<file path="src/rtl/fp_widen_adder_pipe.sv">
// Three-stage pipelined IEEE-754 adder/subtractor: narrow-format operands in, wide-format sum out,
// rounded to nearest-even. A single global stall (adv) gates every stage register.
// Optional build macro FP_ADD_FLAGS_EN adds out_flags = {invalid, inexact, zero}.
module fp_widen_adder_pipe #(
    parameter int unsigned IN_EXP_W  = 5,
    parameter int unsigned IN_MAN_W  = 10,
    parameter int unsigned OUT_EXP_W = 8,
    parameter int unsigned OUT_MAN_W = 23
) (
    input  logic                              clk,
    input  logic                              rstn,
    input  logic                              in_valid,
    output logic                              in_ready,
    input  logic [IN_EXP_W+IN_MAN_W:0]        in_a,
    input  logic [IN_EXP_W+IN_MAN_W:0]        in_b,
    input  logic                              in_sub,
    output logic                              out_valid,
    input  logic                              out_ready,
    output logic [OUT_EXP_W+OUT_MAN_W:0]      out_data
`ifdef FP_ADD_FLAGS_EN
    ,
    output logic [2:0]                        out_flags
`endif
);

    localparam int unsigned IN_W   = 1 + IN_EXP_W + IN_MAN_W;
    localparam int unsigned OUT_W  = 1 + OUT_EXP_W + OUT_MAN_W;
    localparam int unsigned SIG_W  = IN_MAN_W + 1;
    // Alignment field: full output precision (hidden + fraction) plus guard, round, sticky.
    localparam int unsigned FW     = OUT_MAN_W + 4;
    localparam int unsigned PAD    = FW - SIG_W;
    localparam int unsigned LZW    = $clog2(FW + 1);
    localparam int unsigned BIAS_D = (2 ** (OUT_EXP_W - 1)) - (2 ** (IN_EXP_W - 1));

    logic adv;
    assign adv      = !out_valid || out_ready;
    assign in_ready = adv;

    // ---------------- Stage 1: decode, swap, align ----------------
    logic                sa, sb, a_ge_b, s_big;
    logic [IN_EXP_W-1:0] ea, eb, e_big_raw, e_sml_raw, e_big, e_sml, shamt;
    logic [IN_MAN_W-1:0] fa, fb, f_big, f_sml;
    logic [SIG_W-1:0]    sig_big, sig_sml;
    logic [2*FW-1:0]     sml_wide, sml_shift;
    logic [FW-1:0]       big_field, aligned;
    logic                nan_a, nan_b, inf_a, inf_b, inf_clash;

    assign sa = in_a[IN_W-1];
    assign sb = in_b[IN_W-1] ^ in_sub;
    assign ea = in_a[IN_W-2 -: IN_EXP_W];
    assign eb = in_b[IN_W-2 -: IN_EXP_W];
    assign fa = in_a[IN_MAN_W-1:0];
    assign fb = in_b[IN_MAN_W-1:0];

    assign nan_a     = (&ea) && (|fa);
    assign nan_b     = (&eb) && (|fb);
    assign inf_a     = (&ea) && !(|fa);
    assign inf_b     = (&eb) && !(|fb);
    assign inf_clash = inf_a && inf_b && (sa ^ sb);

    // Order by magnitude and shift the smaller significand right, folding lost bits into sticky
    always_comb begin
        a_ge_b    = (in_a[IN_W-2:0] >= in_b[IN_W-2:0]);
        s_big     = a_ge_b ? sa : sb;
        e_big_raw = a_ge_b ? ea : eb;
        e_sml_raw = a_ge_b ? eb : ea;
        f_big     = a_ge_b ? fa : fb;
        f_sml     = a_ge_b ? fb : fa;
        // Subnormals behave as exponent 1 with no hidden bit
        e_big     = (e_big_raw == '0) ? IN_EXP_W'(1) : e_big_raw;
        e_sml     = (e_sml_raw == '0) ? IN_EXP_W'(1) : e_sml_raw;
        sig_big   = {|e_big_raw, f_big};
        sig_sml   = {|e_sml_raw, f_sml};
        shamt     = e_big - e_sml;
        big_field = {sig_big, {PAD{1'b0}}};
        sml_wide  = {sig_sml, {(2*FW-SIG_W){1'b0}}};
        sml_shift = sml_wide >> shamt;
        if (32'(shamt) >= FW) begin
            aligned = {{(FW-1){1'b0}}, |sig_sml};
        end else begin
            aligned = {sml_shift[2*FW-1:FW+1], sml_shift[FW] | (|sml_shift[FW-1:0])};
        end
    end

    logic                s1_valid, s1_sign, s1_zsign, s1_sub, s1_nan, s1_inf, s1_inf_sign;
    logic [IN_EXP_W-1:0] s1_exp;
    logic [FW-1:0]       s1_big, s1_sml;

    // Stage 1 register
    always_ff @(posedge clk or negedge rstn) begin
        if (!rstn) begin
            s1_valid    <= 1'b0;
            s1_sign     <= 1'b0;
            s1_zsign    <= 1'b0;
            s1_sub      <= 1'b0;
            s1_nan      <= 1'b0;
            s1_inf      <= 1'b0;
            s1_inf_sign <= 1'b0;
            s1_exp      <= '0;
            s1_big      <= '0;
            s1_sml      <= '0;
        end else if (adv) begin
            s1_valid    <= in_valid;
            s1_sign     <= s_big;
            s1_zsign    <= sa && sb;
            s1_sub      <= sa ^ sb;
            s1_nan      <= nan_a || nan_b || inf_clash;
            s1_inf      <= inf_a || inf_b;
            s1_inf_sign <= inf_a ? sa : sb;
            s1_exp      <= e_big;
            s1_big      <= big_field;
            s1_sml      <= aligned;
        end
    end

    // ---------------- Stage 2: add/subtract, normalise ----------------
    logic [FW:0]          sum;
    logic [LZW-1:0]       lzc;
    logic [FW-1:0]        norm;
    logic [OUT_EXP_W-1:0] exp_n;

    // Magnitude add or subtract, then normalise so the leading one lands on the hidden-bit slot
    always_comb begin
        sum = s1_sub ? ({1'b0, s1_big} - {1'b0, s1_sml}) : ({1'b0, s1_big} + {1'b0, s1_sml});
        lzc = LZW'(FW);
        for (int i = 0; i < int'(FW); i++) begin
            if (sum[i]) lzc = LZW'(int'(FW) - 1 - i);
        end
        if (sum[FW]) begin
            norm  = {sum[FW:2], sum[1] | sum[0]};
            exp_n = OUT_EXP_W'(s1_exp) + OUT_EXP_W'(BIAS_D) + OUT_EXP_W'(1);
        end else begin
            norm  = sum[FW-1:0] << lzc;
            exp_n = OUT_EXP_W'(s1_exp) + OUT_EXP_W'(BIAS_D) - OUT_EXP_W'(lzc);
        end
    end

    logic                 s2_valid, s2_sign, s2_zsign, s2_zero, s2_nan, s2_inf, s2_inf_sign;
    logic [OUT_EXP_W-1:0] s2_exp;
    logic [FW-1:0]        s2_norm;

    // Stage 2 register
    always_ff @(posedge clk or negedge rstn) begin
        if (!rstn) begin
            s2_valid    <= 1'b0;
            s2_sign     <= 1'b0;
            s2_zsign    <= 1'b0;
            s2_zero     <= 1'b0;
            s2_nan      <= 1'b0;
            s2_inf      <= 1'b0;
            s2_inf_sign <= 1'b0;
            s2_exp      <= '0;
            s2_norm     <= '0;
        end else if (adv) begin
            s2_valid    <= s1_valid;
            s2_sign     <= s1_sign;
            s2_zsign    <= s1_zsign;
            s2_zero     <= (sum == '0);
            s2_nan      <= s1_nan;
            s2_inf      <= s1_inf;
            s2_inf_sign <= s1_inf_sign;
            s2_exp      <= exp_n;
            s2_norm     <= norm;
        end
    end

    // ---------------- Stage 3: round, pack, specials ----------------
    logic                 rnd_l, rnd_g, rnd_r, rnd_s, rnd_inc, man_ovf;
    logic [OUT_MAN_W-1:0] frac_r;
    logic [OUT_EXP_W-1:0] exp_r;
    logic [OUT_W-1:0]     res;

    // Round to nearest-even; specials and exact zero override the rounded value
    always_comb begin
        rnd_l   = s2_norm[3];
        rnd_g   = s2_norm[2];
        rnd_r   = s2_norm[1];
        rnd_s   = s2_norm[0];
        rnd_inc = rnd_g && (rnd_l || rnd_r || rnd_s);
        man_ovf = rnd_inc && (&s2_norm[FW-1:3]);
        frac_r  = s2_norm[FW-2:3] + OUT_MAN_W'(rnd_inc);
        exp_r   = s2_exp + OUT_EXP_W'(man_ovf);
        res     = {s2_sign, exp_r, frac_r};
        if (s2_nan) begin
            res = {1'b0, {OUT_EXP_W{1'b1}}, 1'b1, {(OUT_MAN_W-1){1'b0}}};
        end else if (s2_inf) begin
            res = {s2_inf_sign, {OUT_EXP_W{1'b1}}, {OUT_MAN_W{1'b0}}};
        end else if (s2_zero) begin
            res = {s2_zsign, {(OUT_W-1){1'b0}}};
        end
    end

    // Output register
    always_ff @(posedge clk or negedge rstn) begin
        if (!rstn) begin
            out_valid <= 1'b0;
            out_data  <= '0;
        end else if (adv) begin
            out_valid <= s2_valid;
            out_data  <= res;
        end
    end

`ifdef FP_ADD_FLAGS_EN
    logic snan_a, snan_b, s1_invalid, s2_invalid;
    logic [2:0] flags_n;
    assign snan_a = nan_a && !fa[IN_MAN_W-1];
    assign snan_b = nan_b && !fb[IN_MAN_W-1];

    // Invalid flag travels alongside the data through stages 1 and 2
    always_ff @(posedge clk or negedge rstn) begin
        if (!rstn) begin
            s1_invalid <= 1'b0;
            s2_invalid <= 1'b0;
        end else if (adv) begin
            s1_invalid <= inf_clash || snan_a || snan_b;
            s2_invalid <= s1_invalid;
        end
    end

    // Inexact and zero only describe the finite datapath result
    always_comb begin
        flags_n = {s2_invalid,
                   !s2_nan && !s2_inf && !s2_zero && (rnd_g || rnd_r || rnd_s),
                   !s2_nan && !s2_inf && s2_zero};
    end

    // Flag output register, same timing as out_data
    always_ff @(posedge clk or negedge rstn) begin
        if (!rstn) begin
            out_flags <= 3'b000;
        end else if (adv) begin
            out_flags <= flags_n;
        end
    end
`endif

endmodule

</file>
<file path="config.mk">
export PLATFORM = sky130hd
export DESIGN_NAME = fp_widen_adder_pipe
export DESIGN_NICKNAME = d
export VERILOG_FILES = /design/src/rtl/fp_widen_adder_pipe.sv
export SDC_FILE = /design/constraint.sdc
export NUM_CORES = 1
export LEC_CHECK = 0
export ABC_AREA = 1
export CAP_MARGIN = 10
export CORE_MARGIN = 1
export CORE_UTILIZATION = 58
export CTS_BUF_LIST = sky130_fd_sc_hd__clkbuf_2 sky130_fd_sc_hd__clkbuf_4 sky130_fd_sc_hd__clkbuf_8
export CTS_CLUSTER_DIAMETER = 100
export DETAILED_ROUTE_END_ITERATION = 10
export PLACE_DENSITY_LB_ADDON = 0.2
export RECOVER_POWER = 25
export SLEW_MARGIN = 0
export SYNTH_ARGS = -nofsm -noshare
export SYNTH_HDL_FRONTEND = slang
export SYNTH_SLANG_ARGS = --single-unit
</file>
<file path="constraint.sdc">
create_clock -name clk -period 5.53 [get_ports clk]
set_input_delay 0.8295 -clock clk [delete_from_list [all_inputs] [get_ports clk]]
set_output_delay 0.8295 -clock clk [all_outputs]
set_load 0.01 [all_outputs]
</file>
### Word level (Yosys, flattened, before mapping)

Cells that the tools add are included.

* bitwise gates (word level): 4
* add/sub/neg operators: 8
* muxes and demuxes: 42
* shift operators: 2
* order comparisons: 2
* reduce and logical (&&, ||, !) cells: 30

Operators with widths (count)
* two-way mux 5 bit: 30
* two-way mux 32 bit: 3
* two-way mux 27 bit: 2
* >> shifter 54 x 5 -> 54 bit: 1
* adder 27 x 27 -> 28 bit: 1
* logical NOT 28 bit: 1
* two-way mux 28 bit: 1
* subtractor 27 x 27 -> 28 bit: 1
* OR reduction 27 bit: 1
* << shifter 27 x 5 -> 27 bit: 1
* AND reduction 24 bit: 1
* adder 23 x 1 -> 23 bit: 1
* two-way mux 10 bit: 2
* OR reduction 10 bit: 2
* greater-or-equal comparator 15 bit: 1
* OR reduction 15 bit: 1
* logical NOT 5 bit: 2
* AND reduction 5 bit: 2
* OR reduction 5 bit: 2
* logical AND 1 bit: 9
* adder 5 x 7 -> 8 bit (second input constant): 1
* adder 8 x 1 -> 8 bit: 1
* adder 8 x 1 -> 8 bit (second input constant): 1
* two-way mux 8 bit: 1
* other kinds (8): 19

* output and inout port bits: 34
* logic and storage cells: 109
* bits of input ports: 37
* flip-flop bits (word level): 125

### Depth between registers and ports, before layout

* word-level depth: 31
* mapped depth: 51
* mapped depth without buffers: 50

### Least setup slack after synthesis

OpenSTA, ideal clock, no wires.

* path kind: input to register
* from: input port in_b[14]
* to: register s1_sml[0]
* setup time: 0.130 ns
* slack: 0.224 ns
* arrival: 5.176 ns
* path buffers: 4
* stages: 29
* required time: 5.400 ns
* cells stage by stage: inv_1 > ha_1 > nand2_1 > inv_1 > nand2_1 > or4_1 > nand3_1 > buf_2 > buf_2 > clkbuf_1 > nand2_1 > o21ai_0 > nand2_1 > nor4_1 > nor2_1 > ha_1 > inv_1 > fa_1 > xor2_1 > inv_1 > clkbuf_1 > a31oi_1 > nand3_1 > nor4_1 > nand3_1 > nand2_1 > nand4_1 > nand3_1 > o21ai_0

* longest elaborated chain between the ends: 9
* elaborated cells on any way between the ends: 16
* classes of those cells: 1 x add/sub; 2 x order compare; 1 x shift; 6 x mux; 1 x bitwise; 5 x reduce/logical

RTL lines
* from (decl): line 15 `input logic [IN_EXP_W+IN_MAN_W:0] in_b,`
* greater-or-equal comparator 15 bit: line 63 `a_ge_b = (in_a[IN_W-2:0] >= in_b[IN_W-2:0]);`
* two-way mux 5 bit (on tied branches): line 65, 66
* logical NOT 5 bit (on tied branches): line 70, 71
* two-way mux 5 bit (on tied branches): line 70, 71
* subtractor 5 bit: line 74 `shamt = e_big - e_sml;`
* >> shifter 54 x 5 -> 54 bit: line 77 `sml_shift = sml_wide >> shamt;`
* OR reduction 27 bit: line 81 `aligned = {sml_shift[2*FW-1:FW+1], sml_shift[FW] | (|sml_shift[FW-1:0])};`
* bitwise OR 1 bit: line 81
* two-way mux 27 bit (*): line 78 `if (32'(shamt) >= FW) begin`
* to (signal assigned): line 112 `s1_sml <= aligned;`
* to (decl): line 87 `logic [FW-1:0] s1_big, s1_sml;`

Mark *: on every way between the ends. The rest lies on a longest branch, timed or not.
A chain may end at the register's enable or synchronous reset.

### Worst setup path in the final report

* from: register s1_big[19]
* to: register s2_exp[7]

* longest elaborated chain between the ends: 12
* elaborated cells on any way between the ends: 13
* classes of those cells: 3 x add/sub; 10 x mux

RTL lines
* from (decl): line 87
* from (signal assigned): line 111 `s1_big <= big_field;`
* adder 27 x 27 -> 28 bit / subtractor 27 x 27 -> 28 bit (equally long branches): line 124 `sum = s1_sub ? ({1'b0, s1_big} - {1'b0, s1_sml}) : ({1'b0, s1_big} + {1'b0, s1_sml});`
* two-way mux 28 bit (*): line 124
* two-way mux 5 bit (8 in a row): line 127 `if (sum[i]) lzc = LZW'(int'(FW) - 1 - i);`
* subtractor 8 x 5 -> 8 bit: line 134 `exp_n = OUT_EXP_W'(s1_exp) + OUT_EXP_W'(BIAS_D) - OUT_EXP_W'(lzc);`
* two-way mux 8 bit (*): line 129 `if (sum[FW]) begin`
* to (signal assigned): line 162 `s2_exp <= exp_n;`
* to (decl): line 139 `logic [OUT_EXP_W-1:0] s2_exp;`

Marked as above.

==> impl_metrics.json <==
{
  "violations": "capacitance limit, slew limit",
  "yosys.cell_count.top_type": "nand2_1",
  "grt_pass1_vias": 10500,
  "worstPathMaxFanout": 7,
  "grt_max_degree": 104,
  "grt_pass1_wl_um": 51600,
  "clkLatencyLatePin_ns": 0.46,
  "firstDrtPassIters": 7,
  "synthTopCellsByArea": "dfrtp_1, nand2_1, nand3_1, o21ai_0, inv_1",
  "ant_nets": 0,
  "synth-edff-count": 0,
  "synth-xor-area-share_pct": 2.53,
  "slew_headroom_pct": -64.1,
  "die_y_um": 138,
  "worst-setup-path-type": "reg2reg",
  "setup_viol": 0,
  "grt_antenna_before_repair": 0,
  "core_area_um2": 18000,
  "nets": 1833,
  "cts_max_path_buffers": 2,
  "synthAdderAreaFrac_pct": 7.01,
  "gr-total-overflow": 0,
  "synth_top_cell_by_area": "dfrtp_1",
  "finalHoldViolCount": 0,
  "ios": 71,
  "finalClockSkew_ns": 0.0225,
  "cts_buffers": 17,
  "post_synth_inst_count": 1633,
  "cts_num_sinks": 125,
  "place.detailed.hpwl_um": 24900,
  "syn_area_per_cell_um2": 6.53,
  "syn-num-nets": 1728,
  "synth-compound-area-share_pct": 16.5,
  "cts_hold_buffers": 0,
  "finalCritPeriodShare_pct": 93.6,
  "diodes": 0,
  "grt_use_total_pct": 35.4,
  "clkTransAtPathRegs_ns": 0.09,
  "yosysUniqueCellTypes": 54,
  "drt_iter0_markers": 1003,
  "tightest_slew_ns": 2.46,
  "gp_congestion": 1.02,
  "vias": 11600,
  "utilization_pct": 69.1,
  "worst_ep_arrival_time_ns": 5.47,
  "synth_common_cells": "nand2_1, nand3_1, inv_1",
  "synth_seq_cells": 125,
  "port_buffers": 70,
  "cpPeakStageDelay_ns": 0.74,
  "initial_core_util_pct": 59.2,
  "ys.flop_type": "dfrtp_1",
  "muxShareOfSynthArea_pct": 0.0938,
  "synth_top_area_share_pct": 29.3,
  "routed_wl_um": 32700,
  "fmax_mhz": 193,
  "start_kind": "flop",
  "clockRootBuffer": "clkbuf_8",
  "crit_path_top_delay_cell": "a2111oi_0",
  "drc": 0,
  "cts_setup_buffers": 0,
  "post_drt_wl_per_cell_um": 16.5,
  "async_flop_share_pct": 100,
  "worstHoldPathType": "reg2reg",
  "cts_htree_levels": 4,
  "rows": 49,
  "cp-end-kind": "flop",
  "synth_top_family_by_area": "simple AND/OR/NAND/NOR gates",
  "required_ns": 5.82,
  "ys_warn_count": 0,
  "drive_above_1_share_pct": 10.3,
  "tritoncts": "done",
  "yosysSeqAreaShare_pct": 29.3,
  "vias_per_cell": 5.88,
  "synth-simple-area-share_pct": 34.0,
  "max_cap_viol_count": 2,
  "die_area_um2": 18900,
  "syn2layout_area_growth_pct": 16.8,
  "slew_violations": 75,
  "status": "complete, but fails checks",
  "finalCriticalPeriod_ns": 5.18,
  "syn_area_um2": 10700,
  "die_w_um": 138,
  "cpMostUsedCell": "nor2_1"
}
[logic make-up (layout without fill, tap and decap cells)]
| kind of cell | count (synthesis) | count (layout) |
|---|---|---|
| AOI/OAI and AO/OA | 316 | 316 |
| DFF | 125 | 125 |
| buffers and inverters | 275 | 393 |
| muxes | 1 | 1 |
| and+or+nand+nor | 831 | 831 |
| adders and majority gates | 58 | 58 |
| xor gates and xnor gates | 27 | 27 |
[path summary, 6_finish.rpt]
path / startpoint / endpoint / slack [ns] / cells past startpoint
worst min-delay path: s2_valid$_DFFE_PN0P_ / out_valid$_DFFE_PN0P_ / 0.45 / 2
max in group asynchronous: rstn / s1_exp[3]$_DFFE_PN0P_ / 1.70 / 2
worst max-delay path: s1_big[19]$_DFFE_PN0P_ / s2_exp[7]$_DFFE_PN0P_ / 0.35 / 28
worst min register to register: s2_valid$_DFFE_PN0P_ / out_valid$_DFFE_PN0P_ / 0.45 / 2
worst max register to register: s1_big[19]$_DFFE_PN0P_ / s2_exp[7]$_DFFE_PN0P_ / 0.35 / 28
min in group asynchronous: rstn / out_data[8]$_DFFE_PN0P_ / 0.80 / 1
[flip-flops by register name, summed over array words and instances, names as in the netlist, 5 cells and up]
signal	count
out_data	32
s1_big	11
s1_exp	5
s1_sml	27
s2_exp	8
s2_norm	27
[routing by layer]
layer	routed length (um)	track usage (%)
met3	2020	4.78
met2	16100	61.2
met1	13400	43.6
met5	0	0
met4	1220	15.7
[worst max-delay path: cells and delay by family, from the launching register on]
kind / cells / cell delay [ns]
and+or+nand+nor: 12 / 1.04
AOI/OAI and AO/OA: 7 / 1.71
buffers and inverters: 3 / 0.33
xor gates and xnor gates: 3 / 0.53
adders and majority gates: 3 / 0.97
DFF: 1 / 0.44
[stage by stage]
stage / cells / setup WS (ns) / cell area, um^2 / TNS [ns] / hold slack [ns]
final: 1980 / 0.354 / 12500 / 0 / 0.452
after detailed placement: 1948 / -0.139 / 12000 / -0.213 / 0.434
after global placement: 1948 / 0.0473 / 12000 / 0 / 0.430
after floorplan: 1633 / 0.224 / 10700 / 0 / 0.420
after global routing: 1980 / -0.0268 / 12500 / -0.0268 / 0.484
after CTS: 1980 / 0.319 / 12400 / 0 / 0.306
[cells in the final DEF, fill, tap and decap left out, drive strengths merged, types with 18 or more instances in the layout]
master         netlist  final
nand4               21     21
xor2                25     25
inv                203    206
nand3              200    200
clkdlybuf4s50        0     69
a21oi               83     83
o22ai               18     18
ha                  55     55
nand2              437    437
nor3                24     24
o21ai              169    169
dfrtp              125    125
clkbuf              34     21
buf                 36     85
nor2               128    128
[area by class of cell]
type	instances	area, um^2
multi-input cells	1233	6470
fillers	1616	5560
flip-flops and latches	125	3130
repair buffers	156	1360
inverters	205	772
well taps	229	287
clock buffers	19	255
clock inverters	13	188
[repair_timing]
action,in CTS,in global routing
endpoints found under the hold margin,0,0
resized for setup,0,11
endpoints found under the setup margin,0,3
Power is left out: the tool's default activity adds up to more than one toggle a clock period on the data nets, which glitch-free logic cannot reach.
